===== src/rtl/uart_tx.sv =====
// Buffered UART transmitter: a small FIFO feeds a frame serialiser that sends
// start, data LSB first, optional check bit, then END_WIDTH*BL clocks of stop.
module uart_tx #(
  parameter int    CLK_FRAC   = 50,
  parameter int    BAUD       = 19200,
  parameter int    DATA_WIDTH = 8,
  parameter string CHECK_BIT  = "none",
  parameter int    END_WIDTH  = 1,
  parameter int    FIFO_DEPTH = 16
) (
  input  logic                  clk,
  input  logic                  rst,
  input  logic [DATA_WIDTH-1:0] i_user_tx_data,
  input  logic                  i_user_tx_valid,
  output logic                  o_user_tx_ready,
  output logic                  o_tx_busy,
  output logic                  uart_txd
);

  localparam int BL       = CLK_FRAC * 100000 / BAUD;
  localparam int STOP_LEN = END_WIDTH * BL;
  localparam int CNT_W    = (STOP_LEN > 1) ? $clog2(STOP_LEN) : 1;
  localparam int BIT_W    = (DATA_WIDTH > 1) ? $clog2(DATA_WIDTH) : 1;
  localparam int AW       = $clog2(FIFO_DEPTH);

  localparam bit HAS_CHECK = (CHECK_BIT != "none");
  localparam bit IS_ODD    = (CHECK_BIT == "odd");
  localparam bit IS_MASK   = (CHECK_BIT == "mask");
  localparam bit IS_SPACE  = (CHECK_BIT == "space");

  localparam logic [CNT_W-1:0] BIT_LOAD   = CNT_W'(BL - 1);
  localparam logic [CNT_W-1:0] STOP_LOAD  = CNT_W'(STOP_LEN - 1);
  localparam logic [BIT_W-1:0] LAST_BIT   = BIT_W'(DATA_WIDTH - 1);
  localparam logic [AW:0]      FULL_COUNT = (AW + 1)'(FIFO_DEPTH);

  typedef enum logic [2:0] {IDLE, START, DATA, CHECK, STOP} state_t;

  logic [DATA_WIDTH-1:0] mem [FIFO_DEPTH];
  logic [AW-1:0]         wr_ptr_q, rd_ptr_q;
  logic [AW:0]           count_q, count_d;
  logic                  ready_q, busy_q;

  state_t                state_q;
  logic [CNT_W-1:0]      cnt_q;
  logic [BIT_W-1:0]      bit_q;
  logic [DATA_WIDTH-1:0] shift_q;
  logic                  check_q;
  logic                  txd_q;

  logic                  push, pop, fifo_empty, seg_done, stop_done, fsm_idle_d;
  logic [DATA_WIDTH-1:0] pop_data, shift_nx;
  logic                  pop_check;

  assign o_user_tx_ready = ready_q;
  assign o_tx_busy       = busy_q;
  assign uart_txd        = txd_q;

  // A full FIFO refuses writes even when a pop happens on the same edge.
  assign push       = i_user_tx_valid & ready_q;
  assign fifo_empty = (count_q == '0);
  assign seg_done   = (cnt_q == '0);
  assign stop_done  = (state_q == STOP) && seg_done;
  assign pop        = !fifo_empty && ((state_q == IDLE) || stop_done);
  assign fsm_idle_d = ((state_q == IDLE) || stop_done) && !pop;

  assign pop_data  = mem[rd_ptr_q];
  assign pop_check = IS_MASK ? 1'b1 : IS_SPACE ? 1'b0 : ((^pop_data) ^ IS_ODD);
  assign shift_nx  = shift_q >> 1;

  always_comb begin
    count_d = count_q;
    if (push && !pop) begin
      count_d = count_q + (AW + 1)'(1);
    end else if (pop && !push) begin
      count_d = count_q - (AW + 1)'(1);
    end
  end

  always_ff @(posedge clk) begin
    if (push) begin
      mem[wr_ptr_q] <= i_user_tx_data;
    end
  end

  always_ff @(posedge clk) begin
    if (rst) begin
      wr_ptr_q <= '0;
      rd_ptr_q <= '0;
      count_q  <= '0;
      ready_q  <= 1'b1;
      busy_q   <= 1'b0;
    end else begin
      if (push) wr_ptr_q <= wr_ptr_q + AW'(1);
      if (pop)  rd_ptr_q <= rd_ptr_q + AW'(1);
      count_q <= count_d;
      ready_q <= (count_d != FULL_COUNT);
      busy_q  <= !fsm_idle_d || (count_d != '0);
    end
  end

  // Serialiser: cnt_q counts down the current line segment; a zero count
  // marks the last clock of that segment.
  always_ff @(posedge clk) begin
    if (rst) begin
      state_q <= IDLE;
      cnt_q   <= '0;
      bit_q   <= '0;
      shift_q <= '0;
      check_q <= 1'b0;
      txd_q   <= 1'b1;
    end else begin
      if (!seg_done) cnt_q <= cnt_q - CNT_W'(1);
      unique case (state_q)
        IDLE: begin
          if (pop) begin
            state_q <= START;
            cnt_q   <= BIT_LOAD;
            shift_q <= pop_data;
            check_q <= pop_check;
            txd_q   <= 1'b0;
          end
        end
        START: begin
          if (seg_done) begin
            state_q <= DATA;
            cnt_q   <= BIT_LOAD;
            bit_q   <= '0;
            txd_q   <= shift_q[0];
          end
        end
        DATA: begin
          if (seg_done) begin
            if (bit_q != LAST_BIT) begin
              bit_q   <= bit_q + BIT_W'(1);
              shift_q <= shift_nx;
              txd_q   <= shift_nx[0];
              cnt_q   <= BIT_LOAD;
            end else if (HAS_CHECK) begin
              state_q <= CHECK;
              txd_q   <= check_q;
              cnt_q   <= BIT_LOAD;
            end else begin
              state_q <= STOP;
              txd_q   <= 1'b1;
              cnt_q   <= STOP_LOAD;
            end
          end
        end
        CHECK: begin
          if (seg_done) begin
            state_q <= STOP;
            txd_q   <= 1'b1;
            cnt_q   <= STOP_LOAD;
          end
        end
        STOP: begin
          if (seg_done) begin
            if (pop) begin
              // Next start bit follows the last stop clock with no gap.
              state_q <= START;
              cnt_q   <= BIT_LOAD;
              shift_q <= pop_data;
              check_q <= pop_check;
              txd_q   <= 1'b0;
            end else begin
              state_q <= IDLE;
              txd_q   <= 1'b1;
            end
          end
        end
        default: begin
          state_q <= IDLE;
          txd_q   <= 1'b1;
        end
      endcase
    end
  end

endmodule


===== config.mk =====
export PLATFORM = sky130hd
export DESIGN_NAME = uart_tx
export DESIGN_NICKNAME = d
export VERILOG_FILES = /design/src/rtl/uart_tx.sv
export SDC_FILE = /design/constraint.sdc
export NUM_CORES = 1
export LEC_CHECK = 0
export ABC_AREA = 0
export ABC_CLOCK_PERIOD_IN_PS = 2200
export CELL_PAD_IN_SITES_DETAIL_PLACEMENT = 1
export CELL_PAD_IN_SITES_GLOBAL_PLACEMENT = 2
export CORE_MARGIN = 2
export CORE_UTILIZATION = 43
export DETAILED_ROUTE_END_ITERATION = 8
export DONT_BUFFER_PORTS = 1
export HOLD_SLACK_MARGIN = 0.05
export PLACE_DENSITY = 0.79
export SETUP_SLACK_MARGIN = 0.05
export SKIP_LAST_GASP = 1
export SYNTH_ARGS = -nofsm -noshare
export SYNTH_HDL_FRONTEND = slang
export SYNTH_SLANG_ARGS = --single-unit

===== constraint.sdc =====
create_clock -name clk -period 2.2 [get_ports clk]
set_input_delay 0.11 -clock clk [delete_from_list [all_inputs] [get_ports clk]]
set_output_delay 0.11 -clock clk [all_outputs]
set_load 0.01 [all_outputs]

==> results.sh <==
export IMPL_required_ps=2500
export IMPL_globalRoute_totalOverflow=0
export IMPL_global_route_usage_total_pct=18.4
export IMPL_post_synth_main_area_contributors="edfxtp_1, mux4_2, dfxtp_1, nor2_1, ha_1"
export IMPL_critPathSlowestCell="or4_4"
export IMPL_synth_edf_count=128
export IMPL_placement_io_buffers=0
export IMPL_clock_skew_final_ps=12.4
export IMPL_synth_area_leader_cell="edfxtp_1"
export IMPL_fin_tns_setup_ps=-164
export IMPL_grt_pass1_wl_um=24500
export IMPL_num_io_pins=14
export IMPL_placed_cell_area_um2=7660
export IMPL_synth_async_sr_flop_share_pct=0
export IMPL_wirelength_met1_um=6460
export IMPL_detailedPlace_worstSlack_ps=-128
export IMPL_die_area_um2=17400
export IMPL_arrival_ps=2590
export IMPL_drtAntennaViolNets=0
export IMPL_tcrit_tclk_final_pct=104
export IMPL_synthesis_area_um2=7040
export IMPL_grt_setup_unrepaired="yes"
export IMPL_worst_skew_pair_later_pin_latency_ps=430
export IMPL_area_delta_synth_final_pct=22.4
export IMPL_syn_area_per_cell_um2=15.7
export IMPL_netlist_instances=449
export IMPL_topRoutingLayerUsed="met4"
export IMPL_crit_path_start_kind="register"
export IMPL_antennaDiodeCount=0
export IMPL_timing_hold_ws_ps=102
export IMPL_via_per_inst=5.38
export IMPL_path_class="reg2reg"
export IMPL_final_core_util_pct=54.1
export IMPL_remaining_drc_errors=0
export IMPL_grt_max_degree=31
export IMPL_cp_cell_sequence="inv_2 > ha_4 > or4b_4 > o21ai_4 > a21oi_2 > or4_4 > a32oi_2 > a41oi_1"
export IMPL_core_um2=15900
export IMPL_hold_viol=0
export IMPL_p_leak_nw=2.95
export IMPL_irDropWorstVdd_mv=0.680
export IMPL_cp_slowest_stage_delay_ps=490
export IMPL_post_route_cells_drive_above_1_share_pct=33.5
export IMPL_number_of_search_and_repair_iterations_in_the_first_detailed_routing_pass=4
export IMPL_cp_buffers_inverters=1
export IMPL_tritoncts_num_buffers=17
export IMPL_synth_yosys_warnings=0
export IMPL_status="finished, violations left"
export IMPL_cpLargestDelayFamily="simple AND/OR/NAND/NOR gates"
export IMPL_post_route_worst_setup_slack_ps=-93.5
export IMPL_finalWeightedCongestion=0.787
export IMPL_finish_instance_area_um2=8620
export IMPL_cap_viol_max_count=0
export IMPL_die_h_um=132
export IMPL_design_final_nets=552
export IMPL_cts_root_buffer="clkbuf_16"
export IMPL_report_final_setup_viol=6
export IMPL_synth_top_flop_cell="edfxtp_1"
export IMPL_slew_violations=0
export IMPL_area_sequential_um2=4710
export IMPL_place_inst=704
export IMPL_first_global_vias=4498
export IMPL_synth_seq_area_share_pct=66.8
export IMPL_power_total_mw=11.2
export IMPL_setup_worst_path_end_class="register"
export IMPL_fillerInstances=1538
export IMPL_antenna_found_initial=0
export IMPL_dieWidth_um=132
export IMPL_multiInputGateArea_um2=2310
export IMPL_clk_path_buf_depth=2
export IMPL_achievable_frequency_mhz=436
export IMPL_final_cell_count_without_fillers=757
export IMPL_netlist_cell_type_count=55
export IMPL_htree_num_levels=4
export IMPL_failed_checks="negative setup slack"
export IMPL_worst_slew_margin_rel_pct=60.2
export IMPL_timing_final_crit_period_ps=2290
export IMPL_power_density_nw_per_um2=1300
export IMPL_synth_nets=473
export IMPL_yosysTopAreaCellShare_pct=54.6
export IMPL_worst_slew_pin_slew_ps=595
export IMPL_hold_path_class="in2reg"
export IMPL_met2_wirelength_um=7880
export IMPL_clock_sink_count=171
export IMPL_tritoncts_clock_tree="yes"
export IMPL_rows=46
export IMPL_wl_per_cell_um=19.8
export IMPL_drt_initial_violations=238
export IMPL_routed_via_count=4070
export IMPL_dpl_hpwl_um=10500
export IMPL_met3_length_um=365
export IMPL_crit_path_max_fanout=3
export IMPL_routed_wirelength_um=15000
export IMPL_cts_reportedPaths_clkPinSlew_ps=70
export IMPL_ys_seq_elements=171
export IMPL_initial_utilization_pct=44.2
## flip-flops by register name, summed over array words and instances, names as in the netlist, named ones only
signal,cells
o_tx_busy,1
o_user_tx_ready,1
rd_ptr_q,4
wr_ptr_q,4
shift_q,8
bit_q,3
uart_txd,1
count_q,5
mem,128
state_q,3
cnt_q,9
## cell usage after synthesis, types with 7 or more instances
| master | number |
|---|---|
| edfxtp_1 | 128 |
| nand2_1 | 24 |
| dfxtp_1 | 43 |
| xor2_1 | 7 |
| a22oi_1 | 9 |
| inv_1 | 14 |
| mux4_2 | 40 |
| nor3_1 | 17 |
| nor2_1 | 46 |
| ha_1 | 13 |
| clkbuf_1 | 7 |
| nand3_1 | 7 |
| a21oi_1 | 12 |
| o21ai_0 | 10 |
## kinds of logic after synthesis
| logic type | after synthesis | synth area share [%] |
|---|---|---|
| buffers and inverters | 34 | 2.47 |
| flip-flops | 171 | 66.8 |
| multiplexers | 42 | 13.1 |
| adder cells (fa/ha/maj) | 13 | 2.31 |
| AO/OA/AOI/OAI | 54 | 5.35 |
| AND/OR/NAND/NOR | 123 | 8.51 |
| XOR/XNOR | 12 | 1.49 |
## layout by cell type (no fill, tap or decap), types with 3 or more instances in the layout
cell             n
edfxtp_1       128
buf_4           62
nor2_1          45
mux4_2          40
dfxtp_1         40
nand2_1         24
clkbuf_16       17
nor3_1          12
inv_1           11
ha_1            11
dlygate4sd3_1   11
a21oi_1         10
xor2_1           7
clkinv_8         7
nor3_2           6
nand3_1          6
a22oi_1          6
o21ai_0          6
xnor2_1          5
a21oi_2          4
o21ai_1          4
buf_6            4
inv_2            3
nand2b_1         3
nand4_1          3
a22oi_2          3
inv_8            3
## worst min-delay path: cells and delay by family
| family | cells | cell delay, ps |
|---|---|---|
| buffers and inverters | 1 | 150 |
| and+or+nand+nor | 1 | 20 |
| AOI/OAI and AO/OA | 2 | 220 |
## power by group
group / internal (mW) / switching (mW) / total (mW)
combinational: 2.15 / 2.05 / 4.20
sequential: 3.77 / 0.270 / 4.04
clock: 1.54 / 1.43 / 2.97
total: 7.46 / 3.75 / 11.2
## final cells by class
| type | count | area share (%) |
|---|---|---|
| Multi-Input combinational cell | 244 | 26.8 |
| Clock buffer | 17 | 4.93 |
| Timing Repair Buffer | 79 | 7.66 |
| Tap cell | 216 | 3.13 |
| Sequential cell | 171 | 54.6 |
| Clock inverter | 15 | 2.19 |
| Inverter | 15 | 0.682 |
## layer usage
layer,track usage [%],vias up
met2,32.1,54
met5,0,-
li1,-,1907
met1,22.9,2089
met4,6.34,0
met3,3.84,20
## what timing repair did
| action | 4_1_cts | 5_1_grt |
|---|---|---|
| endpoints found under the hold margin | 170 | 0 |
| hold buffers | 12 | 0 |
| resized for setup | 12 | 26 |
| setup endpoints to repair | 15 | 29 |
| buffers inserted | 4 | 6 |
| gates cloned | 0 | 0 |
| pin swaps | 2 | 11 |
## path summary, 6_finish.rpt
check | startpoint | endpoint | slack (ps) | depth (start not counted)
max | cnt_q[0] | o_tx_busy | -90 | 8
min | rst | shift_q[1] | 100 | 4
max reg2reg | cnt_q[0] | o_tx_busy | -90 | 8
min reg2reg | bit_q[2] | bit_q[2] | 470 | 2
Note: power is estimated with default switching activity, not from simulation.
